File: src/rtl/req_debounce4.sv
// req_debounce4: synchronizes and debounces four raw request lines (a..d),
// captures rising (press) events as pending bits and presents them one at a
// time, highest priority first (a > b > c > d), as a registered one-hot word
// with a valid/ready handshake toward the 4-to-2 encoder.
//
// Optional build macro REQ_DEBOUNCE4_STICKY_ERR_EN: when defined, err is a
// sticky flag raised by simultaneous events or by an event on a bit that is
// already pending. When undefined, err is tied low.
module req_debounce4 #(
    parameter int unsigned DEB_CYCLES = 4,
    parameter int unsigned CNT_W      = 3
) (
    input  logic       clk,
    input  logic       rst,
    input  logic       a,
    input  logic       b,
    input  logic       c,
    input  logic       d,
    input  logic       ready,
    output logic [3:0] oh,
    output logic       valid,
    output logic       err
);

    localparam logic [CNT_W-1:0] CntMax = CNT_W'(DEB_CYCLES - 1);
    localparam logic [CNT_W-1:0] CntOne = CNT_W'(1);

    typedef enum logic {StIdle, StHold} state_e;

    logic [3:0]       raw;
    logic [3:0]       sync1_q;
    logic [3:0]       sync2_q;
    logic [3:0]       deb_q;
    logic [3:0]       deb_prev_q;
    logic [CNT_W-1:0] cnt_q [4];
    logic [3:0]       rise;
    logic [3:0]       pend_q;
    logic [3:0]       pick;
    logic [3:0]       take;
    state_e           state_q;

    // Bit 3 is the highest-priority line.
    assign raw  = {a, b, c, d};
    assign rise = deb_q & ~deb_prev_q;

    // Two-flop synchronizer per line.
    always_ff @(posedge clk or posedge rst) begin
        if (rst) begin
            sync1_q <= '0;
            sync2_q <= '0;
        end else begin
            sync1_q <= raw;
            sync2_q <= sync1_q;
        end
    end

    // Debounce: the level follows the synced input only after it differs for DEB_CYCLES edges.
    always_ff @(posedge clk or posedge rst) begin
        if (rst) begin
            deb_q      <= '0;
            deb_prev_q <= '0;
            for (int i = 0; i < 4; i++) begin
                cnt_q[i] <= '0;
            end
        end else begin
            deb_prev_q <= deb_q;
            for (int i = 0; i < 4; i++) begin
                if (sync2_q[i] != deb_q[i]) begin
                    if (cnt_q[i] == CntMax) begin
                        deb_q[i] <= sync2_q[i];
                        cnt_q[i] <= '0;
                    end else begin
                        cnt_q[i] <= cnt_q[i] + CntOne;
                    end
                end else begin
                    cnt_q[i] <= '0;
                end
            end
        end
    end

    // Highest-priority pending bit, and whether the FSM consumes it this cycle.
    always_comb begin
        pick = '0;
        if (pend_q[3]) begin
            pick = 4'b1000;
        end else if (pend_q[2]) begin
            pick = 4'b0100;
        end else if (pend_q[1]) begin
            pick = 4'b0010;
        end else if (pend_q[0]) begin
            pick = 4'b0001;
        end
        take = (state_q == StIdle || ready) ? pick : 4'b0000;
    end

    // Pending events; a new rise on a bit being taken this cycle wins over the clear.
    always_ff @(posedge clk or posedge rst) begin
        if (rst) begin
            pend_q <= '0;
        end else begin
            pend_q <= (pend_q & ~take) | rise;
        end
    end

    // Output FSM: registered one-hot word with back-to-back delivery under ready.
    always_ff @(posedge clk or posedge rst) begin
        if (rst) begin
            state_q <= StIdle;
            oh      <= '0;
            valid   <= 1'b0;
        end else begin
            case (state_q)
                StIdle: begin
                    if (pick != 4'b0000) begin
                        oh      <= pick;
                        valid   <= 1'b1;
                        state_q <= StHold;
                    end
                end
                StHold: begin
                    if (ready) begin
                        if (pick != 4'b0000) begin
                            oh <= pick;
                        end else begin
                            oh      <= '0;
                            valid   <= 1'b0;
                            state_q <= StIdle;
                        end
                    end
                end
                default: begin
                    state_q <= StIdle;
                end
            endcase
        end
    end

`ifdef REQ_DEBOUNCE4_STICKY_ERR_EN
    logic multi_rise;
    logic err_q;

    // More than one bit set: clearing the lowest set bit leaves something behind.
    assign multi_rise = (rise & (rise - 4'd1)) != 4'd0;

    // Sticky error on simultaneous events or on an event merged into a pending bit.
    always_ff @(posedge clk or posedge rst) begin
        if (rst) begin
            err_q <= 1'b0;
        end else if (multi_rise || ((rise & pend_q) != 4'd0)) begin
            err_q <= 1'b1;
        end
    end

    assign err = err_q;
`else
    assign err = 1'b0;
`endif

endmodule
File: config.mk
export PLATFORM = sky130hd
export DESIGN_NAME = req_debounce4
export DESIGN_NICKNAME = d
export VERILOG_FILES = /design/src/rtl/req_debounce4.sv
export SDC_FILE = /design/constraint.sdc
export NUM_CORES = 1
export LEC_CHECK = 0
export CORE_ASPECT_RATIO = 0.6
export CORE_UTILIZATION = 51
export CTS_CLUSTER_SIZE = 10
export DETAILED_ROUTE_END_ITERATION = 10
export DONT_BUFFER_PORTS = 1
export GPL_ROUTABILITY_DRIVEN = 0
export GPL_TIMING_DRIVEN = 0
export PLACE_DENSITY = 0.7
export SLEW_MARGIN = 20
export SYNTH_ARGS = -nofsm -noshare
export SYNTH_HDL_FRONTEND = slang
export SYNTH_SLANG_ARGS = --single-unit
export TNS_END_PERCENT = 1
File: constraint.sdc
create_clock -name clk -period 1.8 [get_ports clk]
set_input_delay 0.09 -clock clk [delete_from_list [all_inputs] [get_ports clk]]
set_output_delay 0.09 -clock clk [all_outputs]
set_load 0.02 [all_outputs]
==> impl_metrics.csv, run 1 <==
group,metric,value,unit
power_and_ir_drop,p_sw_share,31.0,%
worst_setup_path,crit_family,"simple AND/OR/NAND/NOR gates",
worst_setup_path,crit_path_start_kind,"register",
placed_design,place_ws,425,ps
worst_setup_path,arrival,1610,ps
logic_synthesis,yosys.area_share.adder,3.61,%
power_and_ir_drop,vdd_drop_max,0.000640,V
power_and_ir_drop,clkPwrFrac,24.1,%
floorplanning,core_area,2540,um^2
logic_synthesis,synthCells,103,
logic_synthesis,synth.most_common_cell,"dfrtp_1",
logic_synthesis,synthSimpleGateAreaFrac,12.4,%
worst_setup_path,worst-path-stages,4,
global_route,track_usage,15.8,%
sta,finalCritPeriodShare,76.8,%
routing,vias_per_cell,5.23,
power_and_ir_drop,intPower,0.00167,W
clocking,numCtsBuffers,5,
logic_synthesis,ys_seq_area_share,68.7,%
logic_synthesis,synth_edf_count,0,
worst_setup_path,rrSetupSlack,420,ps
sta,max_slew_margin,50.3,%
logic_synthesis,ys.flop_type,"dfrtp_1",
sta,rsz0062_at_grt,"false",
worst_setup_path,cpMaxStageDelayCell,"or4_4",
global_route,grt_pass1_wl,3.37,mm
final_layout,syn2layout_area_growth,13.1,%
logic_synthesis,synth_top_area_share,68.7,%
clocking,clock-sinks,38,
sta,period_needed,1380,ps
clocking,cts_buffer_depth,2,
routing,wire_per_inst,13.1,um
sta,report.final.slew_viol_count,0,
power_and_ir_drop,switchingPower,0.000750,W
logic_synthesis,muxShareOfSynthArea,0.813,%
routing,ant_nets,0,
sta,fin_skew,4.04,ps
power_and_ir_drop,p_total,0.00242,W
worst_setup_path,crit_end,"oh[3]$_DFFE_PP0P_",
logic_synthesis,syn-cell-area,1390,um^2
logic_synthesis,synth_top_family_by_area,"simple AND/OR/NAND/NOR gates",
logic_synthesis,synth_seq_cells,38,
sta,setup_viol,0,
routing,vias,774,
logic_synthesis,synth_fp_nets,114,
power_and_ir_drop,power_frac_comb,19.4,%
floorplanning,ioPinCount,13,
logic_synthesis,synth_xor_area_share,2.53,%
floorplanning,die_area,2940,um^2
floorplanning,start_util,54.5,%
worst_setup_path,r2r-end,"oh[3]$_DFFE_PP0P_",
placed_design,io_buffer_count,0,
worst_setup_path,critPathKind,"register to register",
worst_setup_path,slowest_delay,540,ps
logic_synthesis,synth_cell_types,23,
clocking,cts_tree,"built",
logic_synthesis,synth_largest_area_cell,"dfrtp_1",
sta,tns,0,ps
power_and_ir_drop,p_seq_share,56.5,%
sta,max_freq,723,MHz
worst_setup_path,end_kind,"register",
floorplanning,floorplan.rows,14,
placed_design,hpwl,1.32,mm
final_layout,drive_gt1_share,11.2,%
sta,finalHoldViolCount,0,
logic_synthesis,yosys_warnings,0,
logic_synthesis,synth_compound_area_share,8.22,%
floorplanning,die_width,69.3,um
global_route,grt_antenna_before_repair,0,
clocking,cts.reportedPaths.clkPinSlew,70,ps
global_route,grt_pass1_vias,759,
routing,drc,0,
final_layout,n_antenna_cell,0,
routing,drt_wl_total,1.93,mm
final_layout,nets,126,
sta,tightest_slew,744,ps
hold_path,hold_path_class,"input port to register",
power_and_ir_drop,p_leak,0.732,nW
power_and_ir_drop,powerDensity,1540,nW/um^2
logic_synthesis,synth.area.top_cells,"dfrtp_1, nor3b_1, ha_1",
logic_synthesis,ys_top_cells_by_count,"dfrtp_1, inv_1, nor3b_1, o21ai_0",
clocking,cts-resized-gates,0,
worst_setup_path,reg2reg_depth,4,
worst_setup_path,worstPathRequired,2020,ps
clocking,post_cts_buffers,0,
flow_run,drv_cap,0,
worst_setup_path,crit_chain,"buf_6 > or4_4 > o21ai_2 > a22o_1",
sta,setup_slack,418,ps
logic_synthesis,async_flop_share,100,%
clocking,cts_root_buffer,"clkbuf_8",
worst_setup_path,reg2reg_from,"pend_q[3]$_DFF_PP0_",
worst_setup_path,critPathLaunch,"pend_q[3]$_DFF_PP0_",
logic_synthesis,syn_avg_cell_area,13.4,um^2
global_route,grt_max_degree,39,
routing,drt-pass1-iter-count,4,
routing,drt_first_iter_violations,57,
worst_setup_path,cp_max_fo,9,
global_route,grt-ovfl-total,0,
clocking,worstSkewPairLatency,280,ps
clocking,htreeDepth,2,
status,status,"finished, final reports clean",
floorplanning,fp.dieH,42.4,um
worst_setup_path,crit_buf_inv,1,
==> cells by family after synthesis <==
group           after synthesis
compound gates               17
fa+ha+maj                     4
other cells                   1
flops                        38
mux                           1
simple gates                 28
xor+xnor                      4
buf+inv                      10
==> area by class of cell <==
cell class,instances,area (um^2)
clock inverters,1,5.00
well taps,32,40.0
inverters,8,30.0
multi-input cells,55,385
clock buffers,7,86.3
flip-flops and latches,38,951
plain buffers,2,18.8
repair buffers,5,50.0
fillers,203,973
==> stage by stage <==
stage | instance area, um^2 | instances | hold slack (ps) | utilization (%)
final | 1570 | 148 | 39.1 | 61.7
after global routing | 1570 | 148 | 66.1 | 61.7
after CTS | 1570 | 148 | 33.3 | 61.7
after detailed placement | 1430 | 135 | 121 | 56.1
after global placement | 1430 | 135 | 121 | 56.1
after floorplan | 1390 | 103 | 121 | -
==> power groups by stage <==
stage | Clock [W] | Sequential (W) | Combinational, W
detailed placement | 0 | 0.00138 | 0.000470
floorplan | 0 | 0.00133 | 0.000386
global route | 0.000643 | 0.00140 | 0.000540
global placement | 0 | 0.00136 | 0.000435
CTS | 0.000607 | 0.00137 | 0.000480
finish | 0.000582 | 0.00136 | 0.000470
==> state kept, by name, indices dropped and copies added (netlist names) <==
signal	flops
sync2_q	4
sync1_q	4
oh	4
state_q	1
deb_prev_q	4
cnt_q	12
valid	1
deb_q	4
pend_q	4
==> cell usage in the layout (no fill, tap or decap), types with 2 or more instances in the layout <==
| cell type | count |
|---|---|
| o22ai_1 | 2 |
| o41ai_1 | 2 |
| dlygate4sd3_1 | 5 |
| xnor2_1 | 4 |
| a21oi_1 | 2 |
| nor2b_1 | 5 |
| o21ai_0 | 6 |
| nand2b_1 | 3 |
| inv_1 | 7 |
| a22o_1 | 4 |
| clkbuf_8 | 6 |
| nand2_1 | 5 |
| nor3b_1 | 7 |
| dfrtp_1 | 38 |
| ha_1 | 4 |
| nor3_1 | 4 |
==> layer usage <==
metal	global-route usage [%]	part of all wire (%)	up-vias
li1	-	-	374
met1	20.1	49	372
met2	23.7	45	26
met3	6.97	5.8	2
met4	7.35	0.67	0
met5	0	0	-
==> timing repair <==
item	CTS	global route
hold endpoints to repair	42	0
endpoints found under the setup margin	0	0
hold buffers	5	0
==> how the worst min path moves through the flow <==
stage | startpoint | end | cells after the start
4_1_cts | ready | valid$_DFFE_PP0P_ | 3
6_report | ready | valid$_DFFE_PP0P_ | 3
2_1_floorplan | d | sync1_q[0]$_DFF_PP0_ | 0
5_1_grt | ready | valid$_DFFE_PP0P_ | 3
3_5_place_dp | c | sync1_q[1]$_DFF_PP0_ | 0
3_3_place_gp | c | sync1_q[1]$_DFF_PP0_ | 0
==> worst register-to-register path, cell delays in order, from the launching register on <==
cell	delay, ps
dfrtp_1	370
buf_6	130
or4_4	540
o21ai_2	140
a22o_1	130
Power figures use the tool's default switching activity.
==> run 2, diff against run 1 <==
--- a/config.mk
+++ b/config.mk
@@ -5,6 +5,7 @@
 export SDC_FILE = /design/constraint.sdc
 export NUM_CORES = 1
 export LEC_CHECK = 0
+export ABC_AREA = 1
 export CORE_ASPECT_RATIO = 0.6
 export CORE_UTILIZATION = 51
 export CTS_CLUSTER_SIZE = 10
==> constraint.sdc (replaced) <==
create_clock -name clk -period 1.4 [get_ports clk]
set_input_delay 0.07 -clock clk [delete_from_list [all_inputs] [get_ports clk]]
set_output_delay 0.07 -clock clk [all_outputs]
set_load 0.02 [all_outputs]
==> run 2 against run 1 <==
Effect of this change:
- core utilization up 0.16 points
- via count up 8.5%
- die area grew 1.0%
- cell count increased by 16%
- maximum frequency rose by 33%
- area after synthesis increased by 1.1%
- power up 30%
- wire length fell by 3.2%
- first-iteration DRC count shrank 21%
- clock power grew 27%
- largest power group unchanged
==> impl_metrics.csv, run 2 <==
group,metric,value,unit
status,status,"finished, final reports clean",
flow_run,drv_cap,0,
logic_synthesis,ys_seq_area_share,67.9,%
power_and_ir_drop,p_leak,0.798,nW
placed_design,dpl-instance-area,1440,um^2
final_layout,final_common_cell,"dfrtp_1",
routing,drt_first_iter_violations,45,
floorplanning,fp.dieH,42.6,um
worst_setup_path,critPathLaunch,"cnt_q[6]$_DFF_PP0_",
final_layout,largest-register,"cnt_q",
global_route,grt_pass1_vias,870,
placed_design,hpwl,1.31,mm
sta,tightest_slew,729,ps
worst_setup_path,critPathKind,"register to register",
logic_synthesis,syn_avg_cell_area,11.1,um^2
clocking,cts-resized-gates,0,
worst_setup_path,crit_chain,"ha_1 > nand2_1 > inv_1 > nor3_1",
sta,rsz0062_at_grt,"false",
logic_synthesis,synth_fp_nets,137,
worst_setup_path,reg2reg_from,"cnt_q[6]$_DFF_PP0_",
logic_synthesis,synth_edf_count,0,
global_route,grt_max_degree,39,
logic_synthesis,synth_largest_area_cell,"dfrtp_1",
clocking,numCtsBuffers,5,
global_route,track_usage,16.2,%
logic_synthesis,async_flop_share,100,%
clocking,cts_tree,"built",
logic_synthesis,synthCells,126,
global_route,grt-ovfl-total,0,
sta,finalHoldViolCount,0,
logic_synthesis,synth_cell_types,16,
floorplanning,ioPinCount,13,
global_route,grt_pass1_wl,3.56,mm
floorplanning,die_area,2970,um^2
routing,drt_wl_total,1.87,mm
sta,max_slew_margin,51.3,%
clocking,clock-sinks,38,
worst_setup_path,end_kind,"register",
power_and_ir_drop,vdd_drop_max,0.00116,V
final_layout,drive_gt1_share,10.1,%
sta,setup_viol,0,
routing,drc,0,
clocking,cts_buffer_depth,2,
floorplanning,floorplan.rows,14,
floorplanning,die_width,69.6,um
worst_setup_path,cp_max_fo,3,
worst_setup_path,crit_path_start_kind,"register",
final_layout,fin_area,1580,um^2
floorplanning,core_area,2560,um^2
clocking,cts_root_buffer,"clkbuf_8",
power_and_ir_drop,powerDensity,1980,nW/um^2
routing,vias_per_cell,4.91,
routing,vias,840,
worst_setup_path,arrival,1230,ps
worst_setup_path,cpMaxStageDelayCell,"dfrtp_1",
sta,report.final.slew_viol_count,0,
sta,period_needed,1040,ps
logic_synthesis,synth.area.top_cells,"dfrtp_1, nand2_1, inv_1",
sta,tns,0,ps
logic_synthesis,synth.most_common_cell,"dfrtp_1",
global_route,grt_antenna_before_repair,0,
logic_synthesis,ys.flop_type,"dfrtp_1",
routing,ant_nets,0,
sta,finalCritPeriodShare,74.1,%
worst_setup_path,slowest_delay,390,ps
final_layout,largest_reg_flops,12,
logic_synthesis,ys_top_cells_by_count,"dfrtp_1, nand2_1, inv_1, nand3_1",
routing,wire_per_inst,10.9,um
final_layout,syn2layout_area_growth,13.0,%
final_layout,fillCellCount,196,
hold_path,worstHoldStart,"ready",
logic_synthesis,yosys_warnings,0,
worst_setup_path,worstPathRequired,1600,ps
clocking,worstSkewPairLatency,280,ps
floorplanning,start_util,54.7,%
logic_synthesis,synth_top_area_share,67.9,%
hold_path,hold_path_class,"input port to register",
final_layout,n_antenna_cell,0,
logic_synthesis,syn-cell-area,1400,um^2
routing,drt-pass1-iter-count,4,
sta,max_freq,964,MHz
clocking,post_cts_buffers,0,
logic_synthesis,synth_seq_cells,38,
clocking,htreeDepth,2,
final_layout,nets,149,
placed_design,io_buffer_count,0,
final_layout,layout_common_cells,"dfrtp_1, nand2_1, inv_1",
clocking,cts.reportedPaths.clkPinSlew,70,ps
sta,fin_skew,4.89,ps
## run 2: cell types whose count changed in the layout (fill, tap and decap cells not counted), sizes merged, moves of 2 or more
cell,previous run,this run
nor2b,5,0
o41ai,2,0
nand3,0,11
inv,8,18
nor3b,7,0
a22o,4,0
nor3,4,7
nand2b,3,0
nand2,5,23
nor2,1,9
## run 2: area by class of cell
cell class / count / area [um^2] / share of cell area [%]
clock buffer: 7 / 86.3 / 5.46
sequential: 38 / 951 / 60.1
timing repair buffer: 5 / 50.0 / 3.16
multi-input combinational: 69 / 374 / 23.7
buffer: 1 / 7.51 / 0.475
inverter: 18 / 67.6 / 4.27
tap: 32 / 40.0 / 2.53
clock inverter: 1 / 5.00 / 0.316
## run 2: power breakdown
part,internal [W],switching [W]
sequential,0.00143,0.000323
combinational,0.000274,0.000363
clock,0.000397,0.000345
total,0.00210,0.00103
## run 2: per-stage QoR
| stage | std cells | util [%] | hold slack [ps] | power [W] | setup WS, ps |
|---|---|---|---|---|---|
| final | 171 | 61.8 | 39.2 | 0.00313 | 362 |
| after floorplan | 126 | - | 101 | 0.00225 | 469 |
| after global placement | 158 | 56.3 | 101 | 0.00236 | 142 |
| after global routing | 171 | 61.8 | 37.5 | 0.00337 | 263 |
| after detailed placement | 158 | 56.3 | 101 | 0.00240 | 365 |
| after CTS | 171 | 61.8 | 31.9 | 0.00317 | 348 |
## run 2: path summary, 6_finish.rpt
path	to	depth (start not counted)	slack [ps]
setup / recovery	cnt_q[6]$_DFF_PP0_	4	360
min in group asynchronous	sync1_q[2]$_DFF_PP0_	2	380
hold / removal	oh[2]$_DFFE_PP0P_	3	40
max in group asynchronous	deb_q[0]$_DFFE_PP0P_	2	550
setup reg to reg	cnt_q[6]$_DFF_PP0_	4	360
hold reg to reg	sync2_q[0]$_DFF_PP0_	0	350
## run 2: cell families after synthesis
family	after synthesis	share of synthesized area [%]
other cells	1	0.268
xor+xnor	4	2.50
simple gates	50	16.6
compound gates	10	3.75
buf+inv	19	5.36
flops	38	67.9
fa+ha+maj	4	3.57
## run 2: per-layer routing
metal	vias up	share of wire, %	GRT usage [%]
met2	18	44	25.8
met1	396	49	19.7
met4	0	0.96	6.40
met5	-	0	0
met3	3	6.1	6.97
li1	423	-	-
## run 2: critical path: cells and delay by family, from the launching register on
| family | cells | cell delay [ps] |
|---|---|---|
| simple gates | 2 | 280 |
| flops | 1 | 390 |
| fa+ha+maj | 1 | 220 |
| buf+inv | 1 | 70 |
## run 2: what timing repair did
action	4_1_cts	5_1_grt
hold buffers	5	0
endpoints found under the hold margin	42	0
endpoints found under the setup margin	0	0
